===== src/rtl/memory_stage.sv =====
// rtl/memory_stage.sv - EX/MEM pipeline register, req/ack data-memory access, load/store formatting
module memory_stage #(
    parameter int word_width = 32,
    parameter int MAX_WAIT   = 15
) (
    input  logic                      clk,
    input  logic                      reset,
    input  logic                      RegWriteE,
    input  logic [1:0]                ResultSrcE,
    input  logic                      MemWriteE,
    input  logic [2:0]                Funct3E,
    input  logic [word_width-1:0]     ALUResultE,
    input  logic [word_width-1:0]     WriteDataE,
    input  logic [word_width-1:0]     PCPlus4E,
    input  logic [4:0]                RdE,
    output logic                      dmem_req,
    output logic                      dmem_we,
    output logic [word_width-1:0]     dmem_addr,
    output logic [word_width/8-1:0]   dmem_be,
    output logic [word_width-1:0]     dmem_wdata,
    input  logic [word_width-1:0]     dmem_rdata,
    input  logic                      dmem_ack,
    output logic                      RegWriteM,
    output logic [1:0]                ResultSrcM,
    output logic [word_width-1:0]     ALUResultM,
    output logic [word_width-1:0]     ReadDataM,
    output logic [word_width-1:0]     PCPlus4M,
    output logic [4:0]                RdM,
    output logic                      StallM,
    output logic                      MisalignM,
    output logic                      BusErrM
);
    localparam int NB = word_width / 8;
    localparam int LB = $clog2(NB);
    localparam int CW = $clog2(MAX_WAIT + 1);

    typedef enum logic {S_RUN, S_WAIT} state_t;

    state_t                r_state;
    logic [CW-1:0]         r_cnt;
    logic                  r_regwrite;
    logic [1:0]            r_resultsrc;
    logic                  r_memwrite;
    logic [2:0]            r_funct3;
    logic [word_width-1:0] r_alu;
    logic [word_width-1:0] r_wdata;
    logic [word_width-1:0] r_pcplus4;
    logic [4:0]            r_rd;

    logic                  w_memop;
    logic                  w_is_byte;
    logic                  w_is_half;
    logic                  w_misalign;
    logic                  w_req;
    logic                  w_timeout;
    logic                  w_stall;
    logic                  w_buserr;
    logic [LB-1:0]         w_off;
    logic [NB-1:0]         w_store_be;
    logic [word_width-1:0] w_store_data;
    logic [word_width-1:0] w_lane;
    logic                  w_signed;
    logic [word_width-1:0] w_load_fmt;

    assign w_memop = r_memwrite | (r_resultsrc == 2'b01);
    assign w_off   = r_alu[LB-1:0];

    // Stores decode sb/sh strictly; loads also accept lbu/lhu. Anything else is a word access.
    assign w_is_byte = r_memwrite ? (r_funct3 == 3'b000) : (r_funct3[1:0] == 2'b00);
    assign w_is_half = r_memwrite ? (r_funct3 == 3'b001) : (r_funct3[1:0] == 2'b01);

    assign w_misalign = w_is_half ? r_alu[0] :
                        w_is_byte ? 1'b0 : (w_off != '0);

    assign w_req     = (r_state == S_WAIT) | (w_memop & ~w_misalign);
    assign w_timeout = (r_state == S_WAIT) && (r_cnt == CW'(MAX_WAIT));
    assign w_buserr  = w_timeout & ~dmem_ack;
    assign w_stall   = w_req & ~dmem_ack & ~w_timeout;

    assign w_store_be   = w_is_byte ? (NB'(1) << w_off) :
                          w_is_half ? (NB'(3) << w_off) : '1;
    assign w_store_data = w_is_byte ? {NB{r_wdata[7:0]}} :
                          w_is_half ? {(NB/2){r_wdata[15:0]}} : r_wdata;

    assign w_lane   = dmem_rdata >> {w_off, 3'b000};
    assign w_signed = ~r_funct3[2];
    assign w_load_fmt = w_is_byte ? {{(word_width-8){w_signed & w_lane[7]}}, w_lane[7:0]} :
                        w_is_half ? {{(word_width-16){w_signed & w_lane[15]}}, w_lane[15:0]} :
                        w_lane;

    assign dmem_req   = w_req;
    assign dmem_we    = w_req & r_memwrite;
    assign dmem_addr  = w_req ? {r_alu[word_width-1:LB], {LB{1'b0}}} : '0;
    assign dmem_be    = w_req ? (r_memwrite ? w_store_be : '1) : '0;
    assign dmem_wdata = (w_req & r_memwrite) ? w_store_data : '0;

    assign StallM     = w_stall;
    assign BusErrM    = w_buserr;
    assign MisalignM  = w_memop & w_misalign;
    assign RegWriteM  = r_regwrite & ~w_stall & ~MisalignM & ~w_buserr;
    assign ReadDataM  = (w_req & dmem_ack & ~r_memwrite) ? w_load_fmt : '0;
    assign ResultSrcM = r_resultsrc;
    assign ALUResultM = r_alu;
    assign PCPlus4M   = r_pcplus4;
    assign RdM        = r_rd;

    always_ff @(posedge clk) begin
        if (!reset) begin
            r_regwrite  <= 1'b0;
            r_resultsrc <= 2'b00;
            r_memwrite  <= 1'b0;
            r_funct3    <= '0;
            r_alu       <= '0;
            r_wdata     <= '0;
            r_pcplus4   <= '0;
            r_rd        <= '0;
        end else if (!w_stall) begin
            r_regwrite  <= RegWriteE;
            r_resultsrc <= ResultSrcE;
            r_memwrite  <= MemWriteE;
            r_funct3    <= Funct3E;
            r_alu       <= ALUResultE;
            r_wdata     <= WriteDataE;
            r_pcplus4   <= PCPlus4E;
            r_rd        <= RdE;
        end
    end

    // r_cnt counts request cycles without ack, including the first one issued from RUN.
    always_ff @(posedge clk) begin
        if (!reset) begin
            r_state <= S_RUN;
            r_cnt   <= '0;
        end else if (r_state == S_RUN) begin
            if (w_req && !dmem_ack) begin
                r_state <= S_WAIT;
                r_cnt   <= CW'(1);
            end else begin
                r_cnt   <= '0;
            end
        end else begin
            if (dmem_ack || w_timeout) begin
                r_state <= S_RUN;
                r_cnt   <= '0;
            end else if (r_cnt != CW'(MAX_WAIT)) begin
                r_cnt   <= r_cnt + CW'(1);
            end
        end
    end
endmodule


===== config.mk =====
export PLATFORM = sky130hd
export DESIGN_NAME = memory_stage
export DESIGN_NICKNAME = d
export VERILOG_FILES = /design/src/rtl/memory_stage.sv
export SDC_FILE = /design/constraint.sdc
export NUM_CORES = 1
export LEC_CHECK = 0
export ABC_CLOCK_PERIOD_IN_PS = 2800
export BUFFER_PORTS_ARGS = -buffer_cell sky130_fd_sc_hd__buf_2
export CORE_MARGIN = 3
export CORE_UTILIZATION = 45
export DETAILED_ROUTE_END_ITERATION = 6
export PLACE_DENSITY = 0.8
export SYNTH_ARGS = -nofsm -noshare
export SYNTH_HDL_FRONTEND = slang
export SYNTH_SLANG_ARGS = --single-unit

===== constraint.sdc =====
create_clock -name clk -period 2.8 [get_ports clk]
set_input_delay 0.14 -clock clk [delete_from_list [all_inputs] [get_ports clk]]
set_output_delay 0.14 -clock clk [all_outputs]
set_load 0.02 [all_outputs]

==> reports/results.txt, run 1 <==
CP max FO = 32
CTS tree = yes
Clock Tree Root = clkbuf_16
All-Layer GR Usage = 0.289
maximum VDD drop = 0.560 mV
area of placed instances = 7810 um^2
ys flop type = dfxtp_1
fin. max-slew vios = 0
most common cell in the netlist = nand2_1
RSZ-0062 raised after global routing = false
antenna diode count = 0
Rows = 42
Clock Pin Slew Worst Setup and Hold Paths = 0.05 ns
type of the most critical hold path = in -> reg
WHS Path Cells = 3
Top Metal Used = met4
fin area = 9430 um^2
Met1 Routed Length = 8.10 mm
endpoint class of the critical path = primary output
CP Cell Sequence = buf_4 > mux4_2 > a21o_1 > nand4_1 > buf_4 > a21oi_1 > buf_2
wire per inst = 16.9 um
TritonCTS Buffers = 17
Final GP Congestion = 0.879
Worst-Margin Slew = 0.642 ns
largest net degree at the start of global routing = 79
slowest stage cell, crit path = mux4_2
final setup skew = 0.0105 ns
Core Area = 13300 um^2
number of port buffers = 317
layout cells sized above 1 = 0.324
fin nets = 1310
initial antenna violation count = 0
Worst Reg-to-Reg Cells = 5
final worst path period share = 0.922
Synth area leaders = dfxtp_1 37%, mux2i_1 20%, nand2_1 16%
CTS sink count = 113
Hold Startpoint = WriteDataE[0]
crit path from = ALUResultM[1]
wire length on met3 = 2.10 mm
Final setup violation count = 0
vias in the first global route = 6942
Die H = 123 um
CP max stage delay = 0.57 ns
Crit path required time = 2.66 ns
Synth warnings = 0
Hold Vio Cnt, Final = 0
Avg Cell Area, Syn = 7.99 um^2
Power Dens Cells = 613 nW/um^2
Initial Util = 0.462
die area = 15100 um^2
antenna viol nets, final = 0
Rel. slew slack = 0.571
1st-iter DRT viols = 531
met2 WL = 11.6 mm
RR Startpoint = r_memwrite
first-pass detailed-route iteration total = 5
static leakage = 4.63 nW
via count = 7154
WL final = 22.8 mm
setup tns final = 0 ns
WP data arrival = 2.44 ns
Fmax achieved = 0.387 GHz
max-capacitance violation count = 0
vias per std cell = 5.30
crit start category = register
status = finished, final reports clean
# IOs = 320
CTS max path bufs = 2
post-synthesis cell area = 6170 um^2
ys async rst share = 0
sequential area share after synthesis = 0.367
Final min period = 2.58 ns
Clk Latency, worst-skew pair = 0.40 ns
number of synthesized flops with an enable pin = 0
#FFs+latches synth = 113
critical path type = reg -> out
first-pass GRT wire length = 34.7 mm
total grt overflow = 0
area leader, netlist = dfxtp_1
top cell types by occurrence after synthesis = 269 x nand2_1, 126 x mux2i_1, 113 x dfxtp_1
chip width = 123 um
most frequent CP cell = buf_4
H-tree depth = 4
area grow syn2layout = 52.9%
Synth top area share = 0.367
# DRC = 0
Post-Syn Instances = 772
Synth cell types = 43
hpwl dp = 14.4 mm
## where the power goes
group	internal, mW	switching, mW
sequential	1.77	0.134
clock	1.50	0.745
combinational	0.659	0.974
## state kept, by name, indices dropped and copies added (netlist names)
name,cells
ALUResultM,32
PCPlus4M,32
RdM,5
ResultSrcM,2
r_cnt,4
r_funct3,3
r_memwrite,1
r_regwrite,1
r_state,1
r_wdata,32
## final cells by class
type | count | area, um^2
clock buffers | 21 | 450
fillers | 1010 | 3920
multi-input cells | 586 | 3530
repair buffers | 436 | 2780
clock inverters | 10 | 160
well taps | 176 | 220
inverters | 8 | 30.0
flip-flops and latches | 113 | 2260
## layer usage
metal,track usage,up-vias
met5,0,-
met3,0.0874,86
met1,0.304,3306
li1,-,3361
met4,0.154,0
met2,0.518,401
## timing repair
action	CTS	global route
endpoints found under the setup margin	0	8
resized for setup	0	1
hold buffers	101	0
buffers inserted	0	0
hold endpoints to repair	101	0
## kinds of logic (layout without fill, tap and decap cells)
kind of cell             Yosys count  after routing  share of synthesized area
other                              1              2                   0.000608
flip-flops                       113            113                      0.367
buffers and inverters             74            475                     0.0635
XOR/XNOR                           1              1                    0.00142
multiplexers                     136            136                      0.225
adder cells (fa/ha/maj)            5              5                     0.0101
AND/OR/NAND/NOR                  352            352                      0.239
AO/OA/AOI/OAI                     90             90                     0.0937
## critical path, delay by kind of cell (launching register included)
family	cells	cell delay (ns)
compound gates	2	0.27
mux	1	0.57
simple gates	1	0.08
flops	1	0.32
buf+inv	3	0.80
## final timing paths
path                   end  slack, ns
max          ReadDataM[29]       0.22
min reg2reg   PCPlus4M[31]       0.46
min             r_wdata[0]       0.02
max reg2reg    PCPlus4M[1]       0.73
## metrics by stage
step / setup WS, ns / util / power [mW] / hold WS, ns / cells
global route: 0.0638 / 0.707 / 6.02 / 0.00988 / 1350
finish: 0.218 / 0.707 / 5.78 / 0.0207 / 1350
global placement: 0.611 / 0.585 / 3.38 / 0.383 / 1218
floorplan: 0.240 / - / 2.91 / 0.216 / 773
CTS: 0.0982 / 0.707 / 5.75 / 0.0117 / 1350
detailed placement: 0.525 / 0.585 / 3.40 / 0.387 / 1218
## layout by cell type, fill, tap and decap left out, types with 2 or more instances in the layout
cell type	n
a211oi_1	23
a21o_1	3
a21oi_1	40
a31oi_1	3
and2_1	9
and3_1	30
buf_12	3
buf_2	316
buf_4	15
bufinv_16	4
clkbuf_1	3
clkbuf_16	17
clkinv_2	3
clkinv_4	2
conb_1	2
dfxtp_1	113
dlygate4sd3_1	101
ha_1	5
inv_1	7
mux2_2	9
mux2i_1	126
nand2_1	269
nand3_1	2
nor2_1	23
nor2b_1	10
nor3b_1	2
o21ai_0	10
Power figures use the tool's default switching activity.
==> inputs of run 2 (changes only) <==
--- a/config.mk
+++ b/config.mk
@@ -7,10 +7,12 @@
 export LEC_CHECK = 0
 export ABC_CLOCK_PERIOD_IN_PS = 2800
 export BUFFER_PORTS_ARGS = -buffer_cell sky130_fd_sc_hd__buf_2
+export CELL_PAD_IN_SITES_DETAIL_PLACEMENT = 1
+export CELL_PAD_IN_SITES_GLOBAL_PLACEMENT = 1
 export CORE_MARGIN = 3
-export CORE_UTILIZATION = 45
+export CORE_UTILIZATION = 32
 export DETAILED_ROUTE_END_ITERATION = 6
-export PLACE_DENSITY = 0.8
+export PLACE_DENSITY_LB_ADDON = 0.1
 export SYNTH_ARGS = -nofsm -noshare
 export SYNTH_HDL_FRONTEND = slang
 export SYNTH_SLANG_ARGS = --single-unit
==> run 2 against run 1 <==
Against the previous run: critical path depth unchanged; first-iteration DRC count decreased by 71%; final area increased by 1.9%; register-to-register slack got worse by 0.12 ns; non-clock buffer count increased by 12; count of clock-buffer cells in the layout decreased by 1; via count decreased by 5.1%; wire length increased by 1.3%; clock power decreased by 8%; cell count increased by 7.2%; critical path type unchanged; largest cell class unchanged.
==> reports/results.txt, run 2 (same netlist as run 1, synthesis figures left out) <==
antenna viol nets, final = 0
Hold Startpoint = dmem_ack
crit start category = register
CTS tree = yes
Clk Latency, worst-skew pair = 0.42 ns
Gate power share = 0.292
TritonCTS Buffers = 17
number of port buffers = 317
endpoint class of the critical path = primary output
fin. max-slew vios = 0
Final setup violation count = 0
worst hold slack = 0.0292 ns
multi-input logic area = 3530 um^2
type of the most critical hold path = in -> reg
fin area = 9620 um^2
switching share of power = 0.339
Final GP Congestion = 0.825
chip width = 145 um
WL final = 23.1 mm
area grow syn2layout = 55.9%
# DRC = 0
CTS max path bufs = 2
H-tree depth = 4
crit path from = ALUResultM[0]
maximum VDD drop = 0.411 mV
via count = 6788
Hold Vio Cnt, Final = 0
CP max FO = 9
CTS sink count = 113
hpwl dp = 15.8 mm
Initial Util = 0.328
layout cells sized above 1 = 0.328
die area = 21000 um^2
fin nets = 1322
status = finished, final reports clean
area of placed instances = 7940 um^2
setup tns final = 0 ns
Int Power = 3.71 mW
share of power burned in registers = 0.338
All-Layer GR Usage = 0.211
fillers = 2306
1st-iter DRT viols = 155
Rel. slew slack = 0.526
Final min period = 2.64 ns
Clock Pin Slew Worst Setup and Hold Paths = 0.06 ns
vias in the first global route = 6925
critical path type = reg -> out
Sequential Area = 2260 um^2
static leakage = 4.66 nW
Fmax achieved = 0.378 GHz
final worst path period share = 0.944
DP Cell Count = 1305
Rows = 50
largest net degree at the start of global routing = 99
WP data arrival = 2.50 ns
Clock Tree Root = clkbuf_16
RR Startpoint = ALUResultM[0]
total grt overflow = 0
Crit path required time = 2.66 ns
total chip power = 5.61 mW
most common cell after layout, fill and taps aside = buf_2
first-pass GRT wire length = 35.3 mm
antenna diode count = 0
final setup skew = 0.0118 ns
max-capacitance violation count = 0
Clock Power Share = 0.370
Die H = 145 um
NetSw = 1.90 mW
post-route insts no fill = 1447
Worst-Margin Slew = 0.711 ns
vias per std cell = 4.69
wire per inst = 16.0 um
first-pass detailed-route iteration total = 4
Core Area = 18800 um^2
RSZ-0062 raised after global routing = false
Power Dens Cells = 584 nW/um^2
# IOs = 320
initial antenna violation count = 1
commonest non-fill, non-tap cells in the layout = 316 x buf_2, 269 x nand2_1, 126 x mux2i_1
## run 2: changes by cell type in the layout (fill, tap and decap cells not counted), moves of 2 or more
cell,before,now
dfxtp_2,0,2
clkinvlp_4,1,4
dfxtp_1,113,111
bufinv_16,4,1
buf_4,15,19
dlygate4sd3_1,101,108
clkbuf_1,3,1
## run 2: timing repair
item,4_1_cts,5_1_grt
buffers inserted,0,2
hold endpoints to repair,108,0
resized for setup,0,2
setup endpoints to repair,0,29
hold buffers,108,0
## run 2: per-stage QoR
step	util	worst slack [ns]
after detailed placement	0.422	0.509
after CTS	0.509	0.0548
after global placement	0.422	0.559
final	0.511	0.156
after global routing	0.511	0.0112
after floorplan	-	0.240
## run 2: area by class of cell
class	count	area share
multi-input cells	586	0.367
repair buffers	448	0.301
flip-flops and latches	113	0.236
clock buffers	20	0.0475
well taps	260	0.0338
clock inverters	12	0.0115
inverters	8	0.00312
## run 2: final timing paths
kind	cells past startpoint	slack (ns)	to
setup / recovery	7	0.16	ReadDataM[5]
hold / removal	2	0.03	r_cnt[0]
setup reg to reg	6	0.61	ALUResultM[7]
hold reg to reg	2	0.46	PCPlus4M[27]
## run 2: power by group through the flow
stage	sequential [mW]	combinational, mW	clock [mW]
after floorplan	2.01	0.908	0
after global placement	1.92	1.50	0
after detailed placement	1.92	1.51	0
after CTS	1.89	1.64	2.13
after global routing	1.92	1.78	2.20
final	1.90	1.64	2.08
## run 2: metal layers
layer  share of wire  vias up  GRT usage
met5         0.00056        -          0
met4           0.024        2     0.0722
met3           0.072       41     0.0608
met2            0.49      221      0.370
met1            0.42     3133      0.246
li1                -     3391          -
## run 2: worst max-delay path, cell delays in order (launching register included)
cell and delay, ns:
dfxtp_1 0.51, inv_1 0.14, ha_1 0.27, or2_2 0.28, o32a_1 0.23, nand3_1 0.38, a211oi_1 0.09, buf_2 0.19
